===== src/rtl/mips_wb_pkg.sv =====
// Shared writeback types: register file geometry,
// result-source select encoding and the result bundle.
package mips_wb_pkg;

  localparam int RF_AW = 5;
  localparam int RF_DW = 32;

  localparam logic [RF_AW-1:0] REG_ZERO = 5'd0;

  typedef enum logic [1:0] {
    SRC_NONE = 2'd0,
    SRC_ALU  = 2'd1,
    SRC_LD   = 2'd2,
    SRC_MDU  = 2'd3
  } src_e;

  typedef struct packed {
    logic [RF_AW-1:0] wa;
    logic [RF_DW-1:0] wd;
  } wb_req_t;

endpackage


===== src/rtl/wb_scoreboard.sv =====
// Per-register outstanding-write counters for RAW hazard checks.
// Saturating up on issue, floored down on retire.
module wb_scoreboard
  import mips_wb_pkg::*;
#(
  parameter int CNT_W = 2
) (
  input  logic             clk,
  input  logic             rst,
  input  logic             inc,
  input  logic [RF_AW-1:0] inc_wa,
  input  logic             dec,
  input  logic [RF_AW-1:0] dec_wa,
  input  logic [RF_AW-1:0] q_a1,
  input  logic [RF_AW-1:0] q_a2,
  output logic             busy1,
  output logic             busy2,
  input  logic [RF_AW-1:0] sat_wa,
  output logic             sat
);

  localparam int NREG = 1 << RF_AW;
  localparam logic [CNT_W-1:0] CNT_MAX = '1;
  localparam logic [CNT_W-1:0] CNT_ONE = CNT_W'(1);

  logic [CNT_W-1:0] cnt_q [NREG];
  logic             up [NREG];
  logic             dn [NREG];

  always_comb begin
    for (int i = 0; i < NREG; i++) begin
      up[i] = 1'b0;
      dn[i] = 1'b0;
      if (i != 0) begin
        up[i] = inc && (inc_wa == RF_AW'(i))
                && (cnt_q[i] != CNT_MAX);
        dn[i] = dec && (dec_wa == RF_AW'(i));
      end
    end
  end

  // Issue and retire on the same edge cancel out.
  always_ff @(posedge clk) begin
    if (rst) begin
      for (int i = 0; i < NREG; i++) begin
        cnt_q[i] <= '0;
      end
    end else begin
      for (int i = 0; i < NREG; i++) begin
        if (i == 0) begin
          cnt_q[i] <= '0;
        end else if (up[i] && !dn[i]) begin
          cnt_q[i] <= cnt_q[i] + CNT_ONE;
        end else if (dn[i] && !up[i]
                     && cnt_q[i] != '0) begin
          cnt_q[i] <= cnt_q[i] - CNT_ONE;
        end
      end
    end
  end

  assign busy1 = (q_a1 != REG_ZERO)
                 && (cnt_q[q_a1] != '0);
  assign busy2 = (q_a2 != REG_ZERO)
                 && (cnt_q[q_a2] != '0);
  assign sat   = (cnt_q[sat_wa] == CNT_MAX);

endmodule


===== src/rtl/rf_writeback_arbiter.sv =====
// Arbitrates ALU / load / MDU results onto the RF write port
// and tracks pending destination writes for issue stalls.
module rf_writeback_arbiter
  import mips_wb_pkg::*;
#(
  parameter int SB_CNT_W   = 2,
  parameter int STARVE_MAX = 8
) (
  input  logic             clk,
  input  logic             rst,
  input  logic             alu_valid,
  input  logic [RF_AW-1:0] alu_wa,
  input  logic [RF_DW-1:0] alu_wd,
  input  logic             ld_valid,
  output logic             ld_ready,
  input  logic [RF_AW-1:0] ld_wa,
  input  logic [RF_DW-1:0] ld_wd,
  input  logic             mdu_valid,
  output logic             mdu_ready,
  input  logic [RF_AW-1:0] mdu_wa,
  input  logic [RF_DW-1:0] mdu_wd,
  input  logic             iss_en,
  input  logic [RF_AW-1:0] iss_wa,
  output logic             iss_ready,
  input  logic [RF_AW-1:0] chk_a1,
  input  logic [RF_AW-1:0] chk_a2,
  output logic             busy1,
  output logic             busy2,
  output logic             Wen,
  output logic [RF_AW-1:0] Wa,
  output logic [RF_DW-1:0] Wd
);

  localparam int ST_W = $clog2(STARVE_MAX + 1);
  localparam logic [ST_W-1:0] ST_MAX =
    ST_W'(STARVE_MAX);
  localparam logic [ST_W-1:0] ST_LAST =
    ST_W'(STARVE_MAX - 1);

  logic [ST_W-1:0] st_cnt_q;
  logic            starve_q;
  src_e            sel;
  wb_req_t         req;
  logic            grant;
  logic            wr;
  logic            mdu_go;
  logic            mdu_stall;
  logic            sat;
  logic            inc;

  assign ld_ready  = !alu_valid
                     && !(starve_q && mdu_valid);
  assign mdu_ready = !alu_valid
                     && (starve_q || !ld_valid);

  always_comb begin
    sel = SRC_NONE;
    req = '0;
    unique case (1'b1)
      alu_valid: begin
        sel = SRC_ALU;
        req = '{wa: alu_wa, wd: alu_wd};
      end
      ld_valid && ld_ready: begin
        sel = SRC_LD;
        req = '{wa: ld_wa, wd: ld_wd};
      end
      mdu_valid && mdu_ready: begin
        sel = SRC_MDU;
        req = '{wa: mdu_wa, wd: mdu_wd};
      end
      default: ;
    endcase
  end

  assign grant     = (sel != SRC_NONE);
  assign wr        = grant && (req.wa != REG_ZERO);
  assign mdu_go    = (sel == SRC_MDU);
  assign mdu_stall = mdu_valid && !mdu_ready;
  assign iss_ready = !sat;
  assign inc       = iss_en && (iss_wa != REG_ZERO);

  wb_scoreboard #(
    .CNT_W (SB_CNT_W)
  ) u_sb (
    .clk    (clk),
    .rst    (rst),
    .inc    (inc),
    .inc_wa (iss_wa),
    .dec    (wr),
    .dec_wa (req.wa),
    .q_a1   (chk_a1),
    .q_a2   (chk_a2),
    .busy1  (busy1),
    .busy2  (busy2),
    .sat_wa (iss_wa),
    .sat    (sat)
  );

  // starve is set on the edge that completes the
  // STARVE_MAX-th refused cycle; the MDU wins next cycle.
  always_ff @(posedge clk) begin
    if (rst) begin
      st_cnt_q <= '0;
      starve_q <= 1'b0;
    end else begin
      if (!mdu_valid || mdu_go) begin
        st_cnt_q <= '0;
      end else if (st_cnt_q != ST_MAX) begin
        st_cnt_q <= st_cnt_q + ST_W'(1);
      end
      if (mdu_go) begin
        starve_q <= 1'b0;
      end else if (mdu_stall
                   && st_cnt_q >= ST_LAST) begin
        starve_q <= 1'b1;
      end
    end
  end

  always_ff @(posedge clk) begin
    if (rst) begin
      Wen <= 1'b0;
      Wa  <= '0;
      Wd  <= '0;
    end else begin
      Wen <= wr;
      if (grant) begin
        Wa <= req.wa;
        Wd <= req.wd;
      end
    end
  end

endmodule


===== config.mk =====
export PLATFORM = sky130hd
export DESIGN_NAME = rf_writeback_arbiter
export DESIGN_NICKNAME = d
export VERILOG_FILES = /design/src/rtl/mips_wb_pkg.sv /design/src/rtl/wb_scoreboard.sv /design/src/rtl/rf_writeback_arbiter.sv
export SDC_FILE = /design/constraint.sdc
export NUM_CORES = 1
export LEC_CHECK = 0
export BUFFER_PORTS_ARGS = -buffer_cell sky130_fd_sc_hd__buf_2
export CAP_MARGIN = 20
export CORE_ASPECT_RATIO = 0.8
export CORE_UTILIZATION = 50
export DETAILED_ROUTE_END_ITERATION = 7
export PLACE_DENSITY = 0.71
export SYNTH_ARGS = -nofsm -noshare
export SYNTH_HDL_FRONTEND = slang
export SYNTH_SLANG_ARGS = --single-unit

===== constraint.sdc =====
create_clock -name clk -period 2.5 [get_ports clk]
set_input_delay 0.375 -clock clk [delete_from_list [all_inputs] [get_ports clk]]
set_output_delay 0.375 -clock clk [all_outputs]
set_load 0.01 [all_outputs]

==> run summary <==
In this run the worst path has a maximum fanout of 2. The run gives 2 as the number of failing setup endpoints in the final timing report. When the netlist entered floorplanning its net count stood at 1077. The share of post-route cells with drive strength above 1 was 0.3198; the width of the chip was 144.0 um. The startpoint identified for the worst hold timing path is ld_wd[17]. The run gives 3 as the total number of H-tree levels. The path type of the worst min-delay path was in -> reg.

The clock reaches the later pin of the worst-skew pair after 370 ps. Dividing the synthesized area by the synthesized cell count gives 8.571 um2. Dividing total power by cell area gives a power density of 481.0 nW/um2.

Summed over all nets, the half-perimeter wirelength after detailed placement is 18580 um. For the die area, the log shows 16650 um2. The tools report the maximum clock insertion buffer count as 2.

The final period demand of the worst path came out at 2574 ps. For the data arrival time of the worst path, the log shows 2200 ps. The first global-routing pass estimated 39430 um of wire. The count of final max-slew check failures is 0.

Number of antenna violations at the first check in global routing: 0. For the highest clock frequency the design can meet, the log shows 388.5 MHz. The total routing usage reported by global routing came out at 0.3048. The checks that failed: setup timing. Synthesis inferred 105 register bits. Ratio of final minimum period to clock period: 1.030.

The logs give 1291 for the final net count and 7693 for the number of global-route vias before repair. In this run, the number of DRC markers left after iteration 0 of detailed routing was 977. Antenna cell count: 0.

The average detailed-routed wire length per instance is 18.18 um. For this run, design rule violations remaining after detail routing come to 0. For the yosys synthesis warning count, the log shows 0.

The run gives 0 as the count of endpoints failing hold in the final timing report. The total vias in the final route is 8455. Area of all placed cells without fillers: 10130 um2. Clock-pin slew was measured on the worst setup and hold paths at 80 ps. Worst stage delay on the critical path: 510 ps.

For the count of unique library cells instantiated by Yosys, the log shows 99. The placed instance area is 9558 um2. STA classifies the critical path startpoint as a flop. The worst-case setup margin in the final layout was -73.84 ps; the die height was 115.6 um. The total of buffers placed on input and output ports was 174; the number of maximum-capacitance constraint violations was 0.

The tools report the beginning of the worst register-to-register path as starve_q. The endpoint identified for the worst register-to-register timing path is u_sb.cnt_q[14][1]. First-pass iteration count of the detailed router: 6.

The critical-path cell with the highest stage delay was mux4_2. Synthesis produced 941 cells. STA puts the critical path data required time at 2120 ps. The weighted congestion reported at the end of routability-driven placement came out at 0.8841. Post-route clock skew: 7.405 ps. Row generation in the floorplan step produced 41 rows. After routing, the total negative slack on setup checks comes to -101.8 ps. The share of flip-flops with an asynchronous set or reset after synthesis was 0. The run gives 0 as the post-detailed-route count of antenna-violating nets. Along the worst hold path, the cell count comes to 3. Summing every instance area after synthesis gives 8065 um2.

The critical path is of the reg -> out type. Setup slack on the worst reg-to-reg path comes out at 90 ps. The initial standard-cell utilization of the core was 0.5121; the pin count of the biggest net entering global routing was 99. For the global route total overflow, the log shows 0.

Among all flip-flop cells after synthesis, the most frequent one is edfxtp_1. The routed design has 24990 um of wire. The run gives 15750 um2 as the total core area.

The layout-stage area growth over the synthesis result was 25.58%. The number of I/O pins was 175. The remaining max-slew budget at the tightest pin is 0.5527. The tools report the terminating pin of the worst hold path as Wd[17]. Clock tree synthesis inserted a total of 9 buffers. Counting stages on the worst path, the most repeated cell is mux4_2. Across the VDD grid, the largest voltage drop is 360.8 uV. For this design the static power due to leakage is 0.004183 uW.

TritonCTS built the clock tree. The worst reg2reg path depth was 6. For this design, the CTS-stage hold fixing added 0 buffers. The run finished, with violations left. The tools report the buffer type at the clock tree root as clkbuf_16. Launch point of the critical path: u_sb.cnt_q[29][0]. STA classifies the critical path endpoint as an output port. After detailed routing, the number of vias per cell comes to 6.149. CTS saw 105 sinks. The tools report the fraction of the yosys area taken by sequential cells as 0.3376. Traced cell by cell, the critical path runs through nor2_1 -> a21oi_1 -> mux4_2 -> mux4_2 -> buf_6.

Setup repair after global routing could not meet its margin everywhere. Number of enable-type register cells in the synthesized netlist: 62. For the pin with the worst max-slew slack, the measured transition is 668.5 ps.
-- worst max path at each step --
stage                              endpoint  cells past startpoint
after global routing                  busy1                      5
after CTS                             busy1                      5
final                                 busy1                      5
after global placement    u_sb.cnt_q[13][1]                      9
after floorplan           u_sb.cnt_q[19][0]                      7
after detailed placement  u_sb.cnt_q[14][1]                      7
-- state kept, by name (all words and copies together), names as in the netlist --
| signal | flops |
|---|---|
| starve_q | 1 |
| st_cnt_q | 4 |
| Wen | 1 |
| Wd | 32 |
| Wa | 5 |
| u_sb.cnt_q | 62 |
-- cell usage after synthesis, types with 6 or more instances --
cell / n / area, um2
nor2b_1: 15 / 93.84
a221o_1: 32 / 320.3
a31oi_1: 20 / 125.1
a211oi_1: 17 / 127.6
buf_2: 7 / 35.03
a211o_1: 15 / 131.4
nor4_1: 7 / 43.79
dfxtp_1: 43 / 860.8
inv_1: 7 / 26.28
nand2_1: 93 / 349.1
nand4_1: 11 / 68.82
nor3b_1: 8 / 60.06
maj3_1: 17 / 170.2
edfxtp_1: 62 / 1862
buf_4: 9 / 67.56
and3_1: 20 / 125.1
o21ai_0: 24 / 120.1
clkbuf_1: 47 / 176.4
buf_6: 8 / 90.09
nand3_2: 6 / 60.06
nor3_1: 61 / 305.3
mux4_2: 12 / 270.3
o211ai_1: 10 / 75.07
mux2i_1: 10 / 100.1
nand3_1: 36 / 180.2
nand2b_1: 11 / 68.82
a21oi_1: 90 / 450.4
nor2_1: 114 / 427.9
-- stage by stage --
stage                     instances  utilization  setup slack, ps  hold WS [ps]  total power, uW
after floorplan                 941            -            218.1         460.1             2773
after detailed placement       1337       0.6069            6.747         468.7             3242
final                          1375       0.6431           -73.84         312.2             4871
after global placement         1337       0.6069            77.75         442.5             3223
after global routing           1375       0.6431           -120.4         315.2             5061
after CTS                      1366       0.6361           -43.23         310.1             4838
-- layout make-up --
cell class / instances / area (um2)
well taps: 215 / 269.0
flip-flops and latches: 105 / 2723
fillers: 1396 / 5620
clock inverters: 5 / 63.81
inverters: 7 / 26.28
clock buffers: 11 / 275.3
repair buffers: 278 / 1773
multi-input cells: 754 / 4999
-- report_power, final --
group          leakage, uW  internal, uW  switching (uW)
clock network     0.000163           908             686
registers         0.000993          1950             100
logic              0.00303           552             671
total              0.00418          3410            1460
-- logic make-up after synthesis --
kind of cell,count (synthesis),share of synthesized area
XOR/XNOR,6,0.006516
multiplexers,27,0.05290
adder cells (fa/ha/maj),21,0.02730
AO/OA/AOI/OAI,275,0.2566
AND/OR/NAND/NOR,425,0.2682
buffers and inverters,82,0.05088
flip-flops,105,0.3376
-- timing repair --
action,in CTS,in global routing
gates resized for setup,7,10
gates cloned,0,0
pin swaps,2,4
setup endpoints to repair,3,3
buffers inserted,13,9
-- cell usage in the layout, fill, tap and decap left out, types with 12 or more instances in the layout --
| cell type | count |
|---|---|
| nor2_1 | 108 |
| mux4_2 | 12 |
| nand3_1 | 36 |
| maj3_1 | 17 |
| nor2b_1 | 15 |
| and3_1 | 20 |
| dfxtp_1 | 43 |
| a31oi_1 | 20 |
| a211oi_1 | 16 |
| edfxtp_1 | 62 |
| buf_4 | 96 |
| a221o_1 | 32 |
| a211o_1 | 15 |
| buf_2 | 172 |
| nor3_1 | 56 |
| a21oi_1 | 88 |
| o21ai_0 | 24 |
| nand2_1 | 92 |
-- routing by layer --
metal	GRT usage	vias up	routed length, um
met1	0.4265	4047	11070
met5	0	-	0
met2	0.4853	337	11560
met3	0.05000	36	1953
met4	0.08723	0	408
li1	-	4035	-
-- critical path, delay by kind of cell (launching register included) --
kind / cells / cell delay, ps
muxes: 2 / 1000
DFF: 1 / 390
and+or+nand+nor: 1 / 190
buffers and inverters: 1 / 140
AOI/OAI and AO/OA: 1 / 110
(Power assumes the default switching activity.)
